[src/rtl/sync_filter.sv]
// Multi-channel input conditioner: N-stage synchronizer, per-channel debounce filter,
// and registered rise/fall pulses, all advancing only on the clock enable.
module sync_filter #(
    parameter int unsigned     WIDTH      = 1,
    parameter int unsigned     STAGES     = 3,
    parameter int unsigned     FILTER_LEN = 4,
    parameter logic [WIDTH-1:0] INIT      = '0
) (
    input  logic             clk,
    input  logic             reset_n,
    input  logic             en,
    input  logic [WIDTH-1:0] in,
    output logic [WIDTH-1:0] out,
    output logic [WIDTH-1:0] rise,
    output logic [WIDTH-1:0] fall
);

    localparam int unsigned CNT_W = (FILTER_LEN > 1) ? $clog2(FILTER_LEN) : 1;
    localparam logic [CNT_W-1:0] CNT_LAST = CNT_W'(FILTER_LEN - 1);

    // Index 0 is the newest sample, STAGES-1 the synchronized value.
    logic [STAGES-1:0][WIDTH-1:0] sync_q, sync_d;
    logic [WIDTH-1:0][CNT_W-1:0]  cnt_q, cnt_d;
    logic [WIDTH-1:0]             out_q, out_d;
    logic [WIDTH-1:0]             rise_q, rise_d;
    logic [WIDTH-1:0]             fall_q, fall_d;
    logic [WIDTH-1:0]             synced;

    assign synced = sync_q[STAGES-1];

    always_ff @(posedge clk or negedge reset_n) begin
        if (!reset_n) begin
            sync_q <= {STAGES{INIT}};
            cnt_q  <= '0;
            out_q  <= INIT;
            rise_q <= '0;
            fall_q <= '0;
        end else begin
            sync_q <= sync_d;
            cnt_q  <= cnt_d;
            out_q  <= out_d;
            rise_q <= rise_d;
            fall_q <= fall_d;
        end
    end

    // A change is accepted only after FILTER_LEN consecutive disagreeing samples.
    always_comb begin
        sync_d = sync_q;
        cnt_d  = cnt_q;
        out_d  = out_q;
        rise_d = '0;
        fall_d = '0;
        if (en) begin
            sync_d = {sync_q[STAGES-2:0], in};
            for (int i = 0; i < int'(WIDTH); i++) begin
                if (synced[i] == out_q[i]) begin
                    cnt_d[i] = '0;
                end else if (cnt_q[i] == CNT_LAST) begin
                    out_d[i] = synced[i];
                    cnt_d[i] = '0;
                end else begin
                    cnt_d[i] = cnt_q[i] + CNT_W'(1);
                end
            end
            rise_d = out_d & ~out_q;
            fall_d = ~out_d & out_q;
        end
    end

    assign out  = out_q;
    assign rise = rise_q;
    assign fall = fall_q;

endmodule

[config.mk]
export PLATFORM = sky130hd
export DESIGN_NAME = sync_filter
export DESIGN_NICKNAME = d
export VERILOG_FILES = /design/src/rtl/sync_filter.sv
export SDC_FILE = /design/constraint.sdc
export NUM_CORES = 1
export LEC_CHECK = 0
export BUFFER_PORTS_ARGS = -buffer_cell sky130_fd_sc_hd__buf_4
export CAP_MARGIN = 20
export CORE_AREA = 4 4 41 43
export CTS_CLUSTER_DIAMETER = 150
export DETAILED_ROUTE_END_ITERATION = 16
export DIE_AREA = 0 0 45 47
export PLACE_DENSITY = 0.42
export SETUP_SLACK_MARGIN = 0.2
export SLEW_MARGIN = 25
export SYNTH_ARGS = -nofsm -noshare
export SYNTH_HDL_FRONTEND = slang
export SYNTH_SLANG_ARGS = --single-unit
export TNS_END_PERCENT = 30
[constraint.sdc]
create_clock -name clk -period 1.24 [get_ports clk]
set_input_delay 0.248 -clock clk [delete_from_list [all_inputs] [get_ports clk]]
set_output_delay 0.248 -clock clk [all_outputs]
set_load 0.02 [all_outputs]
==> results.yml <==
final_layout:
  nNetsFinal: 41
  final_cells: 49
  multi_input_area_um2: 125.1
  drive_above_1_share_pct: 50.00
  antenna_cells: 0
  area.growth.synth_to_final_pct: 32.70
  fillers: 140
  ff_latch_area_um2: 200.2
sta:
  relSlewSlack_pct: 84.11
  fin_worst_skew_ns: 0.003087
  maxSlewViolCount: 0
  worst_pin_slew_ns: 0.2366
  setup_viol: 0
  max_freq_mhz: 899.2
  tns_ns: 0
  timing.final.crit_share_pct: 89.69
  whs_ns: 0.2352
  rsz0062_at_grt: "yes"
  min_period_ns: 1.112
  hold_viol: 0
cts:
  numClockSinks: 8
  cts_buffer_depth: 2
  insertion_delay_ns: 0.24
  root_buffer: "clkbuf_4"
  cts_tree: "yes"
  cts_buffers: 3
  clkTransAtPathRegs_ns: 0.05
  cts_max_level: 1
worst_hold_path:
  min_from: "in"
  hp-class: "in -> reg"
  whs_path_depth: 2
  min_to: "sync_q[0]$_DFFE_PN0P_"
power:
  ir_drop_uv: 705.0
  power.leakage_nw: 0.2040
  switchingPower_w: 0.0002409
  pwr_density_cell_nw_per_um2: 1890
  p_comb_share_pct: 31.9
  seqPwrFrac_pct: 45.3
  p_int_w: 0.0005844
  swShare_pct: 29.19
  p_total_w: 0.0008253
  clkPwrFrac_pct: 22.7
floorplan:
  start_util_pct: 25.29
  coreArea_um2: 1301
  die_w_um: 45
  rows: 13
  die_area_um2: 2115
  io_pins: 7
  die_h_um: 47
grt:
  antenna_found_initial: 0
  grt_pass1_vias: 237
  grt_pass1_wl_um: 910
  grt-ovfl-total: 0
  grtUsageTotal_pct: 6.544
  grt_max_degree: 9
routing:
  via_count: 207
  drt-total-wl_um: 520
  wl_per_cell_um: 10.61
  drt_iter0_markers: 0
  vias_per_cell: 4.224
  drtPass1Iterations: 1
  ant_nets: 0
  drc: 0
synthesis:
  seq_area_frac_synth_pct: 60.84
  ys_ff_latch: 8
  avgSynthCellArea_um2: 13.71
  syn-num-nets: 29
  syn-cell-area_um2: 329.1
  synth_cells: 24
  synth-warning-count: 0
  ys_types: 10
setup_path:
  r2r-start: "cnt_q[1]$_DFFE_PN0P_"
  arrival_ns: 1.28
  crit_required_ns: 1.41
  critPathMaxFanout: 2
  critPathLaunchType: "flop"
  end_kind: "flop"
  rrSetupSlack_ns: 0.13
  crit_type: "reg -> reg"
  r2r_cells: 3
  crit_path_top_delay_cell: "dfrtp_1"
  path_cells: "ha_2 > or3b_1 > o22ai_2"
  worstReg2RegEnd: "cnt_q[0]$_DFFE_PN0P_"
  cp_slowest_stage_delay_ns: 0.38
placement:
  place_congestion: 0.6267
  place_inst: 44
  dpl.hpwl_um: 379.4
  io_buffers: 6
job:
  drv_cap: 0
outcome:
  status: "complete, no violations"
[logic make-up after synthesis]
logic type | share of synthesized area [%]
XOR/XNOR | 2.662
multiplexers | 13.69
buffers and inverters | 5.704
AND/OR/NAND/NOR | 9.506
adder cells (fa/ha/maj) | 3.802
flip-flops | 60.84
AO/OA/AOI/OAI | 3.802
[how the worst max path moves through the flow]
stage / startpoint / endpoint / slack [ns] / cells after the start
after floorplan: cnt_q[1]$_DFFE_PN0P_ / cnt_q[0]$_DFFE_PN0P_ / 0.19 / 3
after global placement: cnt_q[0]$_DFFE_PN0P_ / cnt_q[0]$_DFFE_PN0P_ / 0.17 / 3
after detailed placement: cnt_q[0]$_DFFE_PN0P_ / cnt_q[0]$_DFFE_PN0P_ / 0.12 / 3
after CTS: cnt_q[1]$_DFFE_PN0P_ / cnt_q[0]$_DFFE_PN0P_ / 0.11 / 3
after global routing: cnt_q[1]$_DFFE_PN0P_ / cnt_q[0]$_DFFE_PN0P_ / 0.08 / 3
final: cnt_q[1]$_DFFE_PN0P_ / cnt_q[0]$_DFFE_PN0P_ / 0.13 / 3
[cell usage after synthesis (all sizes together)]
master,n,area [µm²]
o22ai,2,12.51
or3b,1,8.760
ha,1,12.51
nor3b,2,15.01
xnor2,1,8.760
buf,1,11.26
nand2,2,7.510
inv,2,7.510
dfrtp,8,200.2
mux2,4,45.04
[power by group through the flow]
stage	Sequential, W	Clock [W]	Combinational (W)
after global routing	0.000384	0.000214	0.000285
after CTS	0.000374	0.000202	0.000249
after detailed placement	0.000382	0	0.000221
after global placement	0.000377	0	0.000214
after floorplan	0.000393	0	0.000142
final	0.000374	0.000188	0.000264
[layout make-up]
cell class	count	share of cell area (%)
clock buffers	3	5.158
inverters	2	1.719
flip-flops and latches	8	45.85
repair buffers	8	14.33
well taps	15	4.298
multi-input cells	13	28.65
[routing by layer]
layer  share of wire [%]  routed length, µm  vias up  GRT usage, %
met4                   0                  0        0         5.263
li1                    -                  -      103             -
met3                 3.1                 16        0         3.448
met1                  43                223      103         6.792
met5                   0                  0        -             0
met2                  54                281        1         9.887
[cells in the final DEF (no fill, tap or decap), drive strengths merged]
cell	synthesis	final
or3b	1	1
mux2	4	4
nand2	2	2
ha	1	1
inv	2	2
xnor2	1	1
o22ai	2	2
dlygate4sd3	0	1
dfrtp	8	8
buf	1	7
clkbuf	0	3
nor3b	2	2
[registers in the layout, indices dropped and copies added, names as in the netlist]
signal	count
out	1
fall	1
rise	1
synced	1
cnt_q	2
sync_q	2
[worst max-delay path: cells and delay by family, from the launching register on]
kind,cells,cell delay [ns]
adders and majority gates,1,0.20
AOI/OAI and AO/OA,1,0.10
DFF,1,0.38
and+or+nand+nor,1,0.36
[stage by stage]
step / worst slack [ns] / utilization, % / cell area, µm²
after floorplan: 0.1890 / - / 337.8
after global placement: 0.1665 / 30.00 / 390.4
after detailed placement: 0.1235 / 30.00 / 390.4
after CTS: 0.1136 / 33.08 / 430.4
after global routing: 0.07535 / 33.56 / 436.7
final: 0.1279 / 33.56 / 436.7
[what timing repair did]
| item | in CTS | in global routing |
|---|---|---|
| hold endpoints to repair | 8 | 0 |
| hold buffers | 1 | 0 |
| setup buffers | 1 | 0 |
| endpoints found under the setup margin | 3 | 3 |
| gates resized for setup | 0 | 1 |
No activity file was read; power rests on OpenSTA's default activity.
